### src/rtl/vga_sync_if.sv
// vga_sync_if
//   Bundles the pixel-tick input and the timing outputs of the VGA sync
//   generator so they can be passed between stages as one port.
//   Signals:
//     tick        pixel enable from the ticker (one clk wide)
//     hsync       horizontal sync, active low
//     vsync       vertical sync, active low
//     video_on    high while the current pixel is visible
//     pixel_x     current horizontal count
//     pixel_y     current vertical count
//     frame_tick  one-clk strobe on the tick that ends a frame
//   Modports:
//     master      the timing generator (consumes tick, drives timing)
//     slave       a downstream observer (pixel/colour stage)
interface vga_sync_if;
   logic       tick;
   logic       hsync;
   logic       vsync;
   logic       video_on;
   logic [9:0] pixel_x;
   logic [9:0] pixel_y;
   logic       frame_tick;

   modport master (
      input  tick,
      output hsync,
      output vsync,
      output video_on,
      output pixel_x,
      output pixel_y,
      output frame_tick
   );

   modport slave (
      input tick,
      input hsync,
      input vsync,
      input video_on,
      input pixel_x,
      input pixel_y,
      input frame_tick
   );
endinterface

### src/rtl/vga_sync.sv
// vga_sync
//   Horizontal/vertical timing generator for a VGA display path. The pixel
//   counters advance only on clk cycles where the pixel tick is high. Sync
//   and visible-region flags are registered from the next counter values so
//   they always describe the pixel_x/pixel_y presented alongside them.
//   Ports:
//     clk    system clock
//     reset  asynchronous reset, active low
//     bus    vga_sync_if master: tick in; hsync, vsync, video_on,
//            pixel_x, pixel_y, frame_tick out
module vga_sync #(
   parameter int unsigned H_DISPLAY = 32'd640,
   parameter int unsigned H_FRONT   = 32'd16,
   parameter int unsigned H_SYNC    = 32'd96,
   parameter int unsigned H_BACK    = 32'd48,
   parameter int unsigned V_DISPLAY = 32'd480,
   parameter int unsigned V_FRONT   = 32'd10,
   parameter int unsigned V_SYNC    = 32'd2,
   parameter int unsigned V_BACK    = 32'd33
) (
   input  logic        clk,
   input  logic        reset,
   vga_sync_if.master  bus
);

   localparam int unsigned H_TOTAL = H_DISPLAY + H_FRONT + H_SYNC + H_BACK;
   localparam int unsigned V_TOTAL = V_DISPLAY + V_FRONT + V_SYNC + V_BACK;

   // Totals are at most 1024, so every boundary below fits in 10 bits.
   localparam logic [9:0] H_MAX      = 10'(H_TOTAL - 32'd1);
   localparam logic [9:0] V_MAX      = 10'(V_TOTAL - 32'd1);
   localparam logic [9:0] H_VIS      = 10'(H_DISPLAY);
   localparam logic [9:0] V_VIS      = 10'(V_DISPLAY);
   localparam logic [9:0] H_SYNC_LO  = 10'(H_DISPLAY + H_FRONT);
   localparam logic [9:0] H_SYNC_HI  = 10'(H_DISPLAY + H_FRONT + H_SYNC - 32'd1);
   localparam logic [9:0] V_SYNC_LO  = 10'(V_DISPLAY + V_FRONT);
   localparam logic [9:0] V_SYNC_HI  = 10'(V_DISPLAY + V_FRONT + V_SYNC - 32'd1);

   logic [9:0] h_count_r;
   logic [9:0] v_count_r;
   logic       hsync_r;
   logic       vsync_r;
   logic       video_on_r;

   logic [9:0] h_next_s;
   logic [9:0] v_next_s;
   logic       h_wrap_s;
   logic       v_wrap_s;

   // Inclusive range test used for the sync pulse windows.
   function automatic logic in_window(input logic [9:0] val,
                                      input logic [9:0] lo,
                                      input logic [9:0] hi);
      return (val >= lo) && (val <= hi);
   endfunction

   // Next counter values: h wraps at the end of a line, v steps only on that wrap.
   always_comb begin
      h_next_s = h_count_r;
      v_next_s = v_count_r;
      h_wrap_s = (h_count_r == H_MAX);
      v_wrap_s = (v_count_r == V_MAX);
      if (h_wrap_s) begin
         h_next_s = 10'd0;
         if (v_wrap_s) begin
            v_next_s = 10'd0;
         end else begin
            v_next_s = v_count_r + 10'd1;
         end
      end else begin
         h_next_s = h_count_r + 10'd1;
         v_next_s = v_count_r;
      end
   end

   // Counter and timing-flag registers, all loaded under the pixel tick.
   // Flags are derived from the next counts so they stay aligned with them.
   always_ff @(posedge clk or negedge reset) begin
      if (!reset) begin
         h_count_r  <= 10'd0;
         v_count_r  <= 10'd0;
         hsync_r    <= 1'b1;
         vsync_r    <= 1'b1;
         video_on_r <= 1'b0;   // blanked while in reset, including pixel (0,0)
      end else if (bus.tick) begin
         h_count_r  <= h_next_s;
         v_count_r  <= v_next_s;
         hsync_r    <= ~in_window(h_next_s, H_SYNC_LO, H_SYNC_HI);
         vsync_r    <= ~in_window(v_next_s, V_SYNC_LO, V_SYNC_HI);
         video_on_r <= (h_next_s < H_VIS) && (v_next_s < V_VIS);
      end else begin
         h_count_r  <= h_count_r;
         v_count_r  <= v_count_r;
         hsync_r    <= hsync_r;
         vsync_r    <= vsync_r;
         video_on_r <= video_on_r;
      end
   end

   assign bus.pixel_x    = h_count_r;
   assign bus.pixel_y    = v_count_r;
   assign bus.hsync      = hsync_r;
   assign bus.vsync      = vsync_r;
   assign bus.video_on   = video_on_r;
   // Combinational so the downstream stage sees it on the very tick that ends the frame.
   assign bus.frame_tick = bus.tick & h_wrap_s & v_wrap_s;

endmodule
### src/flat_wrapper.sv
// flat-port wrapper written by rule: the top's interface ports become plain ports
module vga_sync_flat 
#(
   parameter int unsigned H_DISPLAY = 32'd640,
   parameter int unsigned H_FRONT   = 32'd16,
   parameter int unsigned H_SYNC    = 32'd96,
   parameter int unsigned H_BACK    = 32'd48,
   parameter int unsigned V_DISPLAY = 32'd480,
   parameter int unsigned V_FRONT   = 32'd10,
   parameter int unsigned V_SYNC    = 32'd2,
   parameter int unsigned V_BACK    = 32'd33
)
  (clk, reset, bus_tick, bus_hsync, bus_vsync, bus_video_on, bus_pixel_x, bus_pixel_y, bus_frame_tick);
  vga_sync_if bus_i ();
  input  logic clk;
  input  logic reset;
  input wire logic [$bits(bus_i.tick)-1:0] bus_tick;
  output wire logic [$bits(bus_i.hsync)-1:0] bus_hsync;
  output wire logic [$bits(bus_i.vsync)-1:0] bus_vsync;
  output wire logic [$bits(bus_i.video_on)-1:0] bus_video_on;
  output wire logic [$bits(bus_i.pixel_x)-1:0] bus_pixel_x;
  output wire logic [$bits(bus_i.pixel_y)-1:0] bus_pixel_y;
  output wire logic [$bits(bus_i.frame_tick)-1:0] bus_frame_tick;
  assign bus_i.tick = bus_tick;
  assign bus_hsync = bus_i.hsync;
  assign bus_vsync = bus_i.vsync;
  assign bus_video_on = bus_i.video_on;
  assign bus_pixel_x = bus_i.pixel_x;
  assign bus_pixel_y = bus_i.pixel_y;
  assign bus_frame_tick = bus_i.frame_tick;
  vga_sync #(.H_DISPLAY(H_DISPLAY), .H_FRONT(H_FRONT), .H_SYNC(H_SYNC), .H_BACK(H_BACK), .V_DISPLAY(V_DISPLAY), .V_FRONT(V_FRONT), .V_SYNC(V_SYNC), .V_BACK(V_BACK)) u_core (.clk(clk), .reset(reset), .bus(bus_i));
endmodule
### config.mk
export PLATFORM = sky130hd
export DESIGN_NAME = vga_sync_flat
export DESIGN_NICKNAME = d
export VERILOG_FILES = /design/src/rtl/vga_sync_if.sv /design/src/rtl/vga_sync.sv /design/src/flat_wrapper.sv
export SDC_FILE = /design/constraint.sdc
export NUM_CORES = 1
export LEC_CHECK = 0
export BUFFER_PORTS_ARGS = -buffer_cell sky130_fd_sc_hd__clkbuf_2
export CAP_MARGIN = 25
export CORE_MARGIN = 2
export CORE_UTILIZATION = 35
export CTS_CLUSTER_SIZE = 28
export DETAILED_ROUTE_END_ITERATION = 12
export GPL_TIMING_DRIVEN = 0
export PLACE_DENSITY = 0.55
export SLEW_MARGIN = 20
export SYNTH_ARGS = -nofsm -noshare
export SYNTH_HDL_FRONTEND = slang
export SYNTH_SLANG_ARGS = --single-unit
export TNS_END_PERCENT = 10
### constraint.sdc
create_clock -name clk -period 3.9 [get_ports clk]
set_input_delay 0.585 -clock clk [delete_from_list [all_inputs] [get_ports clk]]
set_output_delay 0.585 -clock clk [all_outputs]
set_load 0.02 [all_outputs]
Word-level counts from Yosys, hierarchy flattened

Cells that the tools add are included.
W data, S select, Z words.

Add/sub/neg operators: 2
Order comparisons: 6
Equality and inequality tests: 2
Mux-type cells: 3
Bitwise logic cells: 4
Reductions and logical operators: 3

Operator list:

| operator                | number |
|---|---|
| $mux W10                | 3 |
| $add A10 B1 Y10 const B | 2 |
| $eq A10 B10 Y1 const B  | 2 |
| $ge A10 B10 Y1 const B  | 1 |
| $ge A10 B9 Y1 const B   | 1 |
| $le A10 B10 Y1 const B  | 1 |
| $le A10 B9 Y1 const B   | 1 |
| $lt A10 B10 Y1 const B  | 1 |
| $lt A10 B9 Y1 const B   | 1 |
| $logic_and A1 B1 Y1     | 3 |
| $and A1 B1 Y1           | 2 |
| $not A1 Y1              | 2 |

Bits in registers: 23
Input bits: 3
Output and inout bits: 24
Logic and storage cells: 25

Depth between registers and ports, before layout

Depth in word-level cells: 6
Mapped depth: 9
Mapped depth without buffers: 8

Least setup slack after synthesis

Ideal clock, no wire load.

Path type: register to output
From: register u_core.h_count_r[1], in the netlist u_core.bus.pixel_x[1]
To: output port bus_frame_tick
Arrival time: 1.979 ns
Required time: 3.315 ns
Setup slack: 1.336 ns
Stages on the path, launching flop included: 9
Path buffers: 3
Cells stage by stage: dfrtp_1 ha_1 and4_1 buf_2 and3_1 buf_4 nand2_2 clkbuf_1 nor2_1

Longest elaborated chain between the ends: 3

RTL lines:

| item                        | line               | text |
|---|---|---|
| from (decl)                 | vga_sync.sv:39     | `logic [9:0] h_count_r;` |
| from (signal assigned)      | vga_sync.sv:86     | `h_count_r <= h_next_s;` |
| from (signal assigned)      | vga_sync.sv:92     | `h_count_r <= h_count_r;` |
| $eq A10 B10 Y1              | vga_sync.sv:61     | `h_wrap_s = (h_count_r == H_MAX);` |
| $and A1 B1 Y1 (2 in series) | vga_sync.sv:106    | `assign bus.frame_tick = bus.tick & h_wrap_s & v_wrap_s;` |
| to (decl)                   | flat_wrapper.sv:23 | `output wire logic [$bits(bus_i.frame_tick)-1:0] bus_frame_tick;` |

Every way passes these cells.

Final worst setup path

Same ends and word-level chain as after synthesis.

==> run_results.csv <==
group,metric,value,unit
floorplan,start_util,36.32,%
sta,tns,0,ns
logic_synthesis,synth_top_area_share,33.23,%
power_and_ir_drop,powerDensity,435.7,nW/um2
final_layout,multi_input_area,912.1,um2
route,drc,0,
cts,cts-buffers-inserted,3,
logic_synthesis,syn_inst,179,
floorplan,io_pins,27,
outcome,outcome,"complete, no violations",
final_layout,diodes,0,
logic_synthesis,async_reset_ff_share,100.0,%
grt,antenna_found_initial,0,
cts,clockBufferDepth,2,
floorplan,core,4354,um2
sta,fmax,331.2,MHz
final_layout,register_area,578.1,um2
grt,grt_pass1_vias,1306,
logic_synthesis,yosysWarnings,0,
final_layout,fin_area,1823,um2
cts,cts_resized,0,
floorplan,die_w,71.22,um
cts,cts-root-buf,"clkbuf_8",
worst_setup_path,worstSetupPathType,"register to primary output",
worst_setup_path,cp_max_fo,10,
final_layout,utilization,41.87,%
worst_setup_path,cp-end-kind,"primary output",
sta,period_minus_slack,3.020,ns
worst_setup_path,arrival,2.43,ns
cts,htree_levels,1,
power_and_ir_drop,power_leakage,0.7908,nW
route,wl,3691,um
job,maxCapViolations,0,
cts,cts_tree,"built",
worst_setup_path,r2r_cells,9,
logic_synthesis,synth_edf_count,0,
grt,met1_usage,21.85,%
logic_synthesis,synth_seq_area_share,36.55,%
route,drtPass1Iterations,4,
sta,hold-worst-slack,0.3030,ns
cts,clk_latency,0.27,ns
logic_synthesis,synthesis.nets,186,
route,vias,1412,
sta,slew_violations,0,
logic_synthesis,ys_ff_latch,23,
sta,hold_viol_final,0,
sta,tightest_slew,0.6032,ns
floorplan,die-area,5072,um2
worst_setup_path,worst_ep_required_time,3.31,ns
sta,slew-limit-headroom,59.79,%
worst_setup_path,cp_slowest_cell,"dfrtp_1",
cts,cts.sinks,23,
sta,setup_viol,0,
placed_design,io_buffers,26,
placed_design,gp_congestion,0.7757,
logic_synthesis,synthDistinctLibCells,49,
grt,grt_util_met2,24.59,%
final_layout,area_delta_synth_final,15.27,%
logic_synthesis,syn_area_per_cell,8.835,um2
cts,cts_setup_buffers,0,
placed_design,place_area,1777,um2
floorplan,die_h,71.22,um
route,vias_per_cell,5.410,
cts,holdBufCountCts,0,
grt,grt_first_pass_wirelength,6285,um
grt,met3_usage,3.797,%
route,drt_iter0_drc,84,
grt,busiest_layer,"met2",
sta,rsz0062_at_grt,"false",
grt,grt_max_degree,24,
worst_setup_path,crit_chain,"ha_1, and4_1, buf_2, and3_1, buf_4, nand2_2, clkbuf_1, nor2_1, clkbuf_2",
final_layout,fill_cells,451,
logic_synthesis,netlist_area,1582,um2
worst_hold_path,holdCritPathClass,"input pin to async pin",
final_layout,drive_gt1_share,24.40,%
sta,period_share,77.43,%
power_and_ir_drop,total_power,0.0007943,W
grt,grt_overflow,0,
worst_setup_path,start_kind,"register",
logic_synthesis,synth_area_leaders,"dfrtp_1 (33%), o21ai_0 (5.4%), xnor2_1 (4.4%)",
cts,clkTransAtPathRegs,0.09,ns
floorplan,rows,24,
worst_setup_path,cpPeakStageDelay,0.46,ns
final_layout,nNetsFinal,217,
route,wire_per_inst,14.14,um
logic_synthesis,synth_largest_area_cell,"dfrtp_1",
logic_synthesis,synth_top_flop_cell,"dfrtp_1",
power_and_ir_drop,peakVddDrop,164.1,uV
placed_design,place_hpwl,2665,um
route,postRouteAntennaNets,0,
grt,track_usage,15.57,%
sta,worst_clock_skew,0.004075,ns
## placed cells by master, fill, tap and decap left out, drive strengths merged, types with 2 or more instances in the layout
cell     n
o211ai   2
nor2    11
and3     6
a211oi   3
nand3   11
and4     4
ha       4
inv      6
a31oi    2
o41ai    3
or3      2
buf      7
o31ai    2
a21oi   11
o21ai   20
dfrtp   21
nor3     3
dfstp    2
xnor2    9
and2     3
mux2i    3
a211o    2
clkbuf  34
nand4    3
nor2b    2
nor4bb   2
nand2   19
## cell families after synthesis
| kind of cell | after synthesis | synth area share [%] |
|---|---|---|
| multiplexers | 3 | 1.899 |
| buffers and inverters | 18 | 5.775 |
| flip-flops | 23 | 36.55 |
| XOR/XNOR | 9 | 5.459 |
| AND/OR/NAND/NOR | 70 | 25.95 |
| adder cells (fa/ha/maj) | 4 | 3.165 |
| AO/OA/AOI/OAI | 52 | 21.20 |
## stage by stage
stage          setup WS (ns)  instances
3_3_place_gp           1.197        257
3_5_place_dp           1.188        257
6_report              0.8804        261
4_1_cts               0.8726        261
2_1_floorplan          1.336        179
5_1_grt               0.6678        261
## sequential cells by signal (all words and copies together) (netlist names)
signal	count
u_core.bus.hsync	1
u_core.bus.pixel_x	10
u_core.bus.pixel_y	10
u_core.bus.video_on	1
u_core.bus.vsync	1
## cell type report
cell class / count / share of cell area, %
Buffer: 12 / 3.775
Clock buffer: 3 / 2.265
Clock inverter: 1 / 0.2745
Inverter: 6 / 1.235
Multi-Input combinational cell: 138 / 50.03
Sequential cell: 23 / 31.71
Tap cell: 52 / 3.569
Timing Repair Buffer: 26 / 7.138
## power by group
| part | leakage [nW] | internal, W | switching (W) |
|---|---|---|---|
| clock network | 0.0255 | 0.0000716 | 0.0000855 |
| registers | 0.288 | 0.000276 | 0.0000578 |
| logic | 0.477 | 0.000119 | 0.000185 |
| total | 0.791 | 0.000466 | 0.000328 |
## critical path: cells and delay by family (launching register included)
kind,cells,cell delay (ns)
fa+ha+maj,1,0.29
buf+inv,4,0.82
flops,1,0.46
simple gates,4,0.58
## per-layer routing
metal	vias up	share of wire, %
li1	717	-
met1	664	49
met2	27	46
met3	4	3.8
met4	0	0.73
met5	-	0
## synthesized netlist by cell type (all sizes together), types with 2 or more instances
| cell type | n |
|---|---|
| ha | 4 |
| a21oi | 11 |
| nor2 | 11 |
| nand2 | 19 |
| o211ai | 2 |
| xnor2 | 9 |
| inv | 6 |
| o41ai | 3 |
| a31oi | 2 |
| a211oi | 3 |
| nand3 | 11 |
| nor2b | 2 |
| nand4 | 3 |
| mux2i | 3 |
| or3 | 2 |
| nor3 | 3 |
| o31ai | 2 |
| a211o | 2 |
| dfrtp | 21 |
| and3 | 6 |
| clkbuf | 5 |
| and4 | 4 |
| and2 | 3 |
| buf | 7 |
| dfstp | 2 |
| o21ai | 20 |
| nor4bb | 2 |
## path summary, 6_finish.rpt
| check | start | to | slack (ns) |
|---|---|---|---|
| min in group clk | u_core.bus.vsync$_DFFE_PN1P_ | u_core.bus.vsync$_DFFE_PN1P_ | 0.51 |
| worst max register to register | u_core.bus.pixel_x[1]$_DFFE_PN0P_ | u_core.bus.pixel_y[4]$_DFFE_PN0P_ | 1.61 |
| max in group asynchronous | reset | u_core.bus.video_on$_DFFE_PN0P_ | 3.20 |
| worst min-delay path | reset | u_core.bus.pixel_x[2]$_DFFE_PN0P_ | 0.30 |
| worst min register to register | u_core.bus.vsync$_DFFE_PN1P_ | u_core.bus.vsync$_DFFE_PN1P_ | 0.51 |
| worst max-delay path | u_core.bus.pixel_x[1]$_DFFE_PN0P_ | bus_frame_tick | 0.88 |
(Power assumes the default switching activity.)
